`src/rtl/pmem_port_arbiter.sv`:
```
// Round-robin arbiter sharing one program-memory RAM port between the CPU (r0) and
// the debug/loader path (r1). It also contains a fill sequencer that writes INIT_VALUE everywhere.
module pmem_port_arbiter #(
  parameter int          ADDR_MSB   = 11,
  parameter logic [15:0] INIT_VALUE = 16'h0000
) (
  input  logic              mclk,
  input  logic              puc_rst,

  input  logic              r0_req,
  input  logic [1:0]        r0_we,
  input  logic [ADDR_MSB:0] r0_addr,
  input  logic [15:0]       r0_din,
  output logic              r0_gnt,
  output logic              r0_rvalid,

  input  logic              r1_req,
  input  logic [1:0]        r1_we,
  input  logic [ADDR_MSB:0] r1_addr,
  input  logic [15:0]       r1_din,
  output logic              r1_gnt,
  output logic              r1_rvalid,

  output logic [15:0]       rdata,

  input  logic              init_start,
  output logic              init_busy,
  output logic              init_done,

  output logic              ram_en,
  output logic [1:0]        ram_we,
  output logic [ADDR_MSB:0] ram_addr,
  output logic [15:0]       ram_din,
  input  logic [15:0]       ram_dout
);

  localparam logic [ADDR_MSB:0] LAST_ADDR = '1;

  typedef enum logic [1:0] {
    IDLE = 2'd0,
    INIT = 2'd1,
    DONE = 2'd2
  } state_e;

  state_e            state_q, state_d;
  logic [ADDR_MSB:0] cnt_q, cnt_d;
  logic              ptr_q, ptr_d;
  logic              r0_rvalid_q, r0_rvalid_d;
  logic              r1_rvalid_q, r1_rvalid_d;
  logic [ADDR_MSB:0] addr_q, addr_d;
  logic [15:0]       din_q, din_d;
  logic              en_d;
  logic [1:0]        we_d;
  logic              arb_en;
  logic              gnt0, gnt1;

  // Fill sequencer: init_start is only looked at in IDLE, so pulses during a fill are dropped.
  always_comb begin
    state_d = state_q;
    cnt_d   = cnt_q;
    case (state_q)
      IDLE: begin
        if (init_start) begin
          state_d = INIT;
          cnt_d   = '0;
        end
      end
      INIT: begin
        cnt_d = cnt_q + 1'b1;
        if (cnt_q == LAST_ADDR) begin
          state_d = DONE;
        end
      end
      DONE:    state_d = IDLE;
      default: state_d = IDLE;
    endcase
  end

  // A starting fill takes the port in the same cycle, so requests are not served then.
  always_comb begin
    arb_en = 1'b0;
    if (!puc_rst) begin
      arb_en = ((state_q == IDLE) && !init_start) || (state_q == DONE);
    end
    // The pointer holds the last winner, so on a tie the other requester is served.
    gnt0 = arb_en && r0_req && (!r1_req || ptr_q);
    gnt1 = arb_en && r1_req && (!r0_req || !ptr_q);
  end

  always_comb begin
    en_d        = 1'b0;
    we_d        = 2'b00;
    addr_d      = addr_q;
    din_d       = din_q;
    ptr_d       = ptr_q;
    r0_rvalid_d = gnt0 && (r0_we == 2'b00);
    r1_rvalid_d = gnt1 && (r1_we == 2'b00);
    if (!puc_rst) begin
      if (state_q == INIT) begin
        en_d   = 1'b1;
        we_d   = 2'b11;
        addr_d = cnt_q;
        din_d  = INIT_VALUE;
      end else if (gnt0) begin
        en_d   = 1'b1;
        we_d   = r0_we;
        addr_d = r0_addr;
        din_d  = r0_din;
        ptr_d  = 1'b0;
      end else if (gnt1) begin
        en_d   = 1'b1;
        we_d   = r1_we;
        addr_d = r1_addr;
        din_d  = r1_din;
        ptr_d  = 1'b1;
      end
    end
  end

  always_ff @(posedge mclk) begin
    if (puc_rst) begin
      state_q     <= IDLE;
      cnt_q       <= '0;
      ptr_q       <= 1'b1;
      r0_rvalid_q <= 1'b0;
      r1_rvalid_q <= 1'b0;
    end else begin
      state_q     <= state_d;
      cnt_q       <= cnt_d;
      ptr_q       <= ptr_d;
      r0_rvalid_q <= r0_rvalid_d;
      r1_rvalid_q <= r1_rvalid_d;
    end
  end

  // Address/data only hold the last value driven when the port is idle; no reset needed.
  always_ff @(posedge mclk) begin
    addr_q <= addr_d;
    din_q  <= din_d;
  end

  assign r0_gnt    = gnt0;
  assign r1_gnt    = gnt1;
  assign r0_rvalid = r0_rvalid_q;
  assign r1_rvalid = r1_rvalid_q;
  assign rdata     = ram_dout;
  assign init_busy = (state_q == INIT);
  assign init_done = (state_q == DONE);
  assign ram_en    = en_d;
  assign ram_we    = we_d;
  assign ram_addr  = addr_d;
  assign ram_din   = din_d;

endmodule

```
`config.mk`:
```
export PLATFORM = sky130hd
export DESIGN_NAME = pmem_port_arbiter
export DESIGN_NICKNAME = d
export VERILOG_FILES = /design/src/rtl/pmem_port_arbiter.sv
export SDC_FILE = /design/constraint.sdc
export NUM_CORES = 1
export LEC_CHECK = 0
export BUFFER_PORTS_ARGS = -buffer_cell sky130_fd_sc_hd__buf_2
export CAP_MARGIN = 20
export CORE_MARGIN = 4
export CORE_UTILIZATION = 49
export CTS_CLUSTER_DIAMETER = 30
export CTS_CLUSTER_SIZE = 14
export DETAILED_ROUTE_END_ITERATION = 6
export PLACE_DENSITY = 0.86
export SLEW_MARGIN = 20
export SYNTH_ARGS = -nofsm -noshare
export SYNTH_HDL_FRONTEND = slang
export SYNTH_SLANG_ARGS = --single-unit
```
`constraint.sdc`:
```
create_clock -name mclk -period 2 [get_ports mclk]
set_input_delay 0.1 -clock mclk [delete_from_list [all_inputs] [get_ports mclk]]
set_output_delay 0.1 -clock mclk [all_outputs]
set_load 0.01 [all_outputs]
```
### Yosys cells after proc, flatten, opt, wreduce, memory -nomap -nowiden

Cells that the tools add are included.
W data, S select, Z words.

| storage, ports and cells | value |
|---|---|
| register bits after elaboration | 45 |
| bits in latches | 0 |
| bits in writable memories | 0 |
| bits in read-only memories | 0 |
| bits of input ports | 81 |
| output and inout port bits | 53 |
| logic and storage cells | 60 |
| memories | 0 |

| operators by class | value |
|---|---|
| add/sub/neg operators | 1 |
| $mul | 0 |
| div/mod/pow operators | 0 |
| order comparisons | 0 |
| equality and inequality tests | 5 |
| shifts and indexed selects | 0 |
| mux-type cells | 24 |
| bitwise logic cells | 1 |
| reduce and logical (&&, ||, !) cells | 22 |

Operators by type and width:

| kind | number |
|---|---|
| $mux W16 | 4 |
| $mux W12 | 5 |
| $pmux W12 S2 | 1 |
| $add A12 B1 Y12 const B | 1 |
| $eq A12 B12 Y1 const B | 1 |
| $mux W2 | 6 |
| $logic_and A1 B1 Y1 | 7 |
| $mux W1 | 7 |
| $logic_not A2 Y1 | 3 |
| $reduce_and A2 Y1 | 3 |
| $logic_not A1 Y1 | 4 |
| $pmux W2 S2 | 1 |
| $reduce_bool A2 Y1 | 2 |
| $logic_or A1 B1 Y1 | 3 |
| $eq A2 B1 Y1 const B | 1 |
| $eq A2 B2 Y1 const B | 1 |
| $ne A2 B1 Y1 const B | 1 |
| $ne A2 B2 Y1 const B | 1 |
| $not A1 Y1 | 1 |

### Logic depth before layout (Yosys ltp)

Gate-level depths: netlist of run 1.

| depth | value |
|---|---|
| depth in word-level cells | 10 |
| mapped depth | 7 |
| mapped depth without buffers | 5 |

### Least setup slack after synthesis of run 1

OpenSTA, ideal clock, no wires.

| path | value |
|---|---|
| path kind | reg-to-reg |
| from | register state_q[1] |
| to | register addr_q[4] |
| library setup time | 145 ps |
| arrival | 1,323 ps |
| setup slack | 532 ps |
| cell stages (with the launch flop) | 6 |
| buffers on the path | 1 |
| period minus slack after synthesis | 1,468 ps |
| path through | dfxtp_1 > nand2b_2 > and2_1 > buf_4 > mux2i_1 > o41ai_2 |

| between the ends | value |
|---|---|
| word-level cells in the longest chain between the ends | 10 |
| elaborated cells between the ends (all ways) | 14 |

Ends and longest elaborated chain:

| item | line | RTL |
|---|---|---|
| from (decl) | 45 | `state_e state_q, state_d;` |
| from (signal assigned) | 128 | `state_q <= state_d;` |
| $logic_not A2 Y1 | 83 | `arb_en = ((state_q == IDLE) && !init_start) \|\| (state_q == DONE);` |
| $logic_and A1 B1 Y1 | 83 |  |
| $logic_or A1 B1 Y1 | 83 |  |
| $mux W1 | 82 | `if (!puc_rst) begin` |
| $logic_and A1 B1 Y1 (2 in a row) | 87 | `gnt1 = arb_en && r1_req && (!r0_req \|\| !ptr_q);` |
| $mux W12 | 110 | `end else if (gnt1) begin` |
| $mux W12 | 104 | `end else if (gnt0) begin` |
| $mux W12 * | 99 | `if (state_q == INIT) begin` |
| $mux W12 * | 98 | `if (!puc_rst) begin` |
| via ram_addr[4] | 32 | `output logic [ADDR_MSB:0] ram_addr,` |
| to (signal assigned) | 138 | `addr_q <= addr_d;` |
| to (decl) | 50 | `logic [ADDR_MSB:0] addr_q, addr_d;` |

The timed path passes the listed nets; every way through them passes the cells marked *.
A chain may end at the register's enable or synchronous reset.

### Worst setup path after layout of run 1

| path | value |
|---|---|
| from | register ptr_q |
| to | output port ram_addr[4] |

| between the ends | value |
|---|---|
| word-level cells in the longest chain between the ends | 7 |
| elaborated cells between the ends (all ways) | 9 |

Ends and longest elaborated chain:

| item | line | RTL |
|---|---|---|
| from (decl) | 47 | `logic ptr_q, ptr_d;` |
| from (signal assigned) | 130 | `ptr_q <= ptr_d;` |
| $logic_not A1 Y1 | 87 |  |
| $logic_or A1 B1 Y1 | 87 |  |
| $logic_and A1 B1 Y1 | 87 |  |
| $mux W12 | 110 |  |
| $mux W12 * | 104 |  |
| $mux W12 * | 99 |  |
| $mux W12 * | 98 |  |
| to (decl) | 32 |  |

Every way passes the cells marked *; elsewhere a longest branch is shown, timed or not.

==> results of run 1 <==
[critical path, stage by stage (launching register included)]
cell,delay [ps]
dfxtp_2,420
a21bo_4,240
o22a_1,160
mux2i_1,70
o41ai_2,370
buf_2,210
[registers in the layout (all words and copies together) (netlist names)]
name       count
state_q        2
r1_rvalid      1
r0_rvalid      1
din_q         16
addr_q        12
ptr_q          1
cnt_q         12
[cell families after synthesis]
logic type / Yosys count / share of synthesized area (%)
compound gates: 119 / 36.7
fa+ha+maj: 1 / 0.488
buf+inv: 47 / 10.7
flops: 45 / 35.2
mux: 2 / 0.781
simple gates: 80 / 16.2
[final timing paths]
path	to	from	slack, ps
hold / removal	din_q[0]	r0_din[0]	80
setup / recovery	ram_addr[4]	ptr_q	120
hold reg to reg	addr_q[0]	addr_q[0]	450
setup reg to reg	r1_rvalid	ptr_q	310
[metal layers]
metal	share of wire, %	global-route usage (%)	vias up
li1	-	-	1289
met1	43	29.9	1295
met2	48	35.6	95
met3	6.5	5.27	14
met4	2.3	8.95	0
met5	0	0	-
[power groups by stage]
stage,sequential (µW),clock [µW],combinational (µW)
floorplan,1050,0,387
global placement,1060,0,568
detailed placement,1060,0,578
CTS,1040,589,585
global route,1060,635,655
finish,1050,579,596
[cells in the mapped netlist (2+ instances only)]
cell type / number
a21o_1: 3
a21oi_1: 22
a22oi_1: 20
a31oi_1: 5
a32o_1: 16
and2_1: 3
and3_1: 2
and4_1: 2
buf_2: 11
buf_4: 20
clkbuf_1: 9
dfxtp_1: 45
inv_1: 2
mux2i_1: 2
nand2_1: 24
nand2b_1: 3
nand3_1: 7
nand3b_1: 3
nand4_1: 2
nor2_1: 18
nor2b_1: 2
nor3_1: 3
nor3b_1: 4
o211ai_1: 17
o21ai_0: 2
o22a_1: 11
o32ai_1: 10
or3_1: 3
[cell type report]
type | instances | area [µm²] | share of cell area (%)
inverters | 5 | 21.3 | 0.669
well taps | 70 | 87.6 | 2.76
flip-flops and latches | 45 | 903 | 28.4
clock buffers | 7 | 86.3 | 2.72
repair buffers | 118 | 659 | 20.7
multi-input cells | 202 | 1420 | 44.7
[layout by cell type, fill, tap and decap left out, types with 3 or more instances in the layout]
| cell type | n |
|---|---|
| nor2_1 | 18 |
| nand3b_1 | 3 |
| o211ai_1 | 17 |
| clkbuf_8 | 6 |
| buf_2 | 101 |
| a32o_1 | 16 |
| a21oi_1 | 22 |
| dfxtp_1 | 43 |
| dlygate4sd3_1 | 4 |
| a31oi_1 | 5 |
| and2_1 | 3 |
| buf_4 | 11 |
| nand2b_4 | 3 |
| a21o_1 | 3 |
| o22a_1 | 11 |
| nand2_1 | 24 |
| o32ai_1 | 10 |
| nor3b_1 | 4 |
| nor3_1 | 3 |
| nand3_1 | 7 |
| or3_1 | 3 |
| a22oi_1 | 20 |
[stage by stage]
| step | utilization (%) | cells | worst slack, ps | hold slack [ps] | power, µW |
|---|---|---|---|---|---|
| 2_1_floorplan | - | 294 | 532 | 175 | 1440 |
| 3_3_place_gp | 58.9 | 435 | 324 | 200 | 1620 |
| 3_5_place_dp | 58.9 | 435 | 241 | 200 | 1640 |
| 4_1_cts | 61.5 | 446 | 16.6 | 71.8 | 2220 |
| 5_1_grt | 62.6 | 447 | 32.0 | 78.0 | 2350 |
| 6_report | 62.6 | 447 | 121 | 75.1 | 2220 |
[repair_timing]
| item | 4_1_cts | 5_1_grt |
|---|---|---|
| cloned | 0 | 0 |
| hold endpoints to repair | 2 | 0 |
| setup buffers | 0 | 1 |
| gates resized for setup | 2 | 8 |
| pin swaps | 0 | 2 |
| setup endpoints to repair | 25 | 30 |
| hold buffers | 4 | 0 |
==> results.toml, run 1 <==
[floorplanning]
die_w_um = 80.3
io_pins = 134
rows = 26
die-area_um2 = 6450
fp.dieH_um = 80.3
core-area_um2 = 5070
start_util_pct = 50.5

[timing]
period_needed_ps = 1880
rsz0062_at_grt = "false"
skew_ps = 4.77
worst_slew_pin_slew_ps = 421
fmax_mhz = 532
slew_headroom_pct = 71.8
final_max_slew_viol_count = 0
finalSetupTns_ps = 0
setup_viol = 0
finalHoldViolations = 0
post-route-period-util_pct = 93.9

[hold_path]
hp-class = "input pin to register"
holdPathStages = 3

[clock_tree]
root_buffer = "clkbuf_8"
cts_tree = "built"
numCtsBuffers = 5
clock_latency_ps = 300
cts_buffer_depth = 2
cts_sinks = 45
htreeDepth = 2
clkTransAtPathRegs_ps = 80

[synthesis]
seq_area_frac_synth_pct = 35.2
yosysTopAreaCell = "dfxtp_1"
ys_warn_count = 0
yosys.area.top_type_share_pct = 35.2
syn_avg_cell_area_um2 = 8.72
synth_edf_count = 0
netlist_top_cells_area = "dfxtp_1, a32o_1, a22oi_1"
synthCells = 294
synth_ff_type = "dfxtp_1"
synth_area_um2 = 2560
ys_ff_latch = 45
synthArstFlopShare_pct = 0
syn-num-nets = 376
synth_cell_types = 51

[place]
hpwl_um = 5190
io_buffers = 101
dpl_cell_area_um2 = 2990
gp_congestion = 0.839

[global_routing]
grt_pass1_vias = 2589
grt_first_pass_wirelength_um = 11800
antenna_found_initial = 0
grt_max_degree = 21
grtUsageTotal_pct = 22.7
grt.overflow.total = 0

[setup_path]
required_ps = 1900
start_kind = "register"
reg2regPathDepth = 4
critical_path.endpoint_type = "output pin"
path_max_fanout = 12
cp.arrival_ps = 1780
critical_path_class = "register to output pin"

[detailed_routing]
drt_wl_total_um = 7290
detailroute.via_count = 2693
drt.antenna.violating_nets = 0
drc_errors = 0
drt_iter0_drc = 237
firstDrtPassIters = 5
wire_per_inst_um = 16.3
via_per_inst = 6.02

[power]
p_clk_share_pct = 26.1
p_sw_share_pct = 30.3
switchingPower_uw = 672
pwr-share-seq_pct = 47.1
internal_power_uw = 1550
p_comb_share_pct = 26.8
p_leak_uw = 0.00140
power-per-cell-area_nw_per_um2 = 699
ir_worst_vdd_mv = 0.357

[final_layout]
postLayoutCellArea_um2 = 3180
finalNetCount = 459
antenna_cells = 0
num-fill-cells = 479
areaGrowthSynthToFinish_pct = 24.0
final_layout_size_suffix_gt1_share_pct = 35.5

[status]
status = "complete, no violations"

[flow_run]
drv_cap = 0
(Power assumes the default switching activity.)
==> run 2, diff against run 1 <==
--- a/config.mk
+++ b/config.mk
@@ -12,6 +12,7 @@
 export CTS_CLUSTER_DIAMETER = 30
 export CTS_CLUSTER_SIZE = 14
 export DETAILED_ROUTE_END_ITERATION = 6
+export MAX_ROUTING_LAYER = met4
 export PLACE_DENSITY = 0.86
 export SLEW_MARGIN = 20
 export SYNTH_ARGS = -nofsm -noshare
==> run 2 against run 1 <==
Net effect: power about the same; global-route usage grew 0.63 points; wire length hardly changed; non-clock buffer count did not move; final cell count unchanged; sequential share of layout area did not move; largest cell class unchanged.
==> results.toml, run 2 (same netlist as run 1, synthesis figures left out) <==
[power]
p_sw_share_pct = 30.2
p_comb_share_pct = 26.8
ir_worst_vdd_mv = 0.359
p_leak_uw = 0.00140
p_clk_share_pct = 26.1
power-per-cell-area_nw_per_um2 = 698
switchingPower_uw = 671
pwr-share-seq_pct = 47.1
internal_power_uw = 1550

[floorplanning]
die-area_um2 = 6450
io_pins = 134
fp.dieH_um = 80.3
core-area_um2 = 5070
rows = 26
die_w_um = 80.3
start_util_pct = 50.5

[final_layout]
postLayoutCellArea_um2 = 3180
final_util_pct = 62.6
final-seq-area_um2 = 903
final_common_cell = "buf_2"
final_cell_mix = "buf_2, dfxtp_1, nand2_1"
final_layout_size_suffix_gt1_share_pct = 35.5
largest_register_ffs = 16
antenna_cells = 0
top_register = "din_q"
finalNetCount = 459
largestRegisters = "din_q (16), addr_q (12), cnt_q (12)"
num-fill-cells = 479
multi_input_area_um2 = 1420
areaGrowthSynthToFinish_pct = 24.0

[setup_path]
required_ps = 1900
start_kind = "register"
critical_path.endpoint_type = "output pin"
cp.arrival_ps = 1800
critical_path_class = "register to output pin"
path_max_fanout = 12

[status]
status = "complete, no violations"

[timing]
final_max_slew_viol_count = 0
finalHoldViolations = 0
period_needed_ps = 1900
fmax_mhz = 526
post-route-period-util_pct = 95.1
skew_ps = 4.35
worst_slew_pin_slew_ps = 420
setup_viol = 0
rsz0062_at_grt = "false"
finalSetupTns_ps = 0
slew_headroom_pct = 71.9

[clock_tree]
clock_latency_ps = 300
clkTransAtPathRegs_ps = 80
numCtsBuffers = 5
cts_sinks = 45
cts_buffer_depth = 2
cts_tree = "built"
htreeDepth = 2
root_buffer = "clkbuf_8"

[detailed_routing]
via_per_inst = 6.06
wire_per_inst_um = 16.3
firstDrtPassIters = 4
drt.antenna.violating_nets = 0
drt_iter0_drc = 236
detailroute.via_count = 2707
drc_errors = 0
drt_wl_total_um = 7300

[global_routing]
antenna_found_initial = 0
grtUsageTotal_pct = 23.3
grt.overflow.total = 0
grt_first_pass_wirelength_um = 11800
grt_max_degree = 21
grt_pass1_vias = 2587

[place]
dpl_cell_area_um2 = 2990
gp_congestion = 0.852
hpwl_um = 5190
io_buffers = 101

[flow_run]
drv_cap = 0

[hold_path]
hp-class = "input pin to register"
## run 2: cell counts in the layout (fill, tap and decap cells not counted)
Identical to the previous run, type by type.
## run 2: timing repair
action / 4_1_cts / 5_1_grt
hold endpoints to repair: 2 / 0
buffers inserted: 0 / 1
gates resized for setup: 2 / 8
hold buffers: 4 / 0
endpoints found under the setup margin: 25 / 30
pin swaps: 0 / 2
## run 2: cell type report
type | count | area share, %
Multi-Input combinational cell | 202 | 44.7
Sequential cell | 45 | 28.4
Clock buffer | 7 | 2.72
Timing Repair Buffer | 118 | 20.7
Inverter | 5 | 0.669
Tap cell | 70 | 2.76
## run 2: power groups by stage
| stage | clock, µW | combinational [µW] | sequential, µW |
|---|---|---|---|
| detailed placement | 0 | 578 | 1060 |
| finish | 578 | 596 | 1050 |
| global placement | 0 | 568 | 1060 |
| floorplan | 0 | 387 | 1050 |
| CTS | 589 | 585 | 1040 |
| global route | 635 | 655 | 1060 |
## run 2: routing by layer
layer  share of wire [%]  wire length, µm  up-vias  GRT usage, %
met1                  44             3190     1290          30.4
met5                   0                0        -             -
li1                    -                -     1290             -
met2                  48             3480      111          35.5
met4                 2.0              145        0          8.95
met3                 6.7              489       16          4.82
## run 2: path summary, 6_finish.rpt
path	startpoint	endpoint	slack, ps	cells after the start
hold reg to reg	addr_q[0]	addr_q[0]	450	1
hold / removal	r0_din[7]	din_q[7]	80	3
setup reg to reg	ptr_q	r1_rvalid	310	4
setup / recovery	ptr_q	ram_addr[4]	100	5
## run 2: through the flow
step | hold slack (ps) | std cells | worst slack [ps] | power (µW)
after floorplan | 175 | 294 | 532 | 1440
after global placement | 200 | 435 | 324 | 1620
after global routing | 78.0 | 447 | 32.0 | 2350
after CTS | 71.8 | 446 | 16.6 | 2220
after detailed placement | 200 | 435 | 241 | 1640
final | 77.7 | 447 | 99.0 | 2220
## run 2: critical path, stage by stage, from the launching register on
cell,delay [ps]
dfxtp_2,420
a21bo_4,240
o22a_1,160
mux2i_1,70
o41ai_2,400
buf_2,210
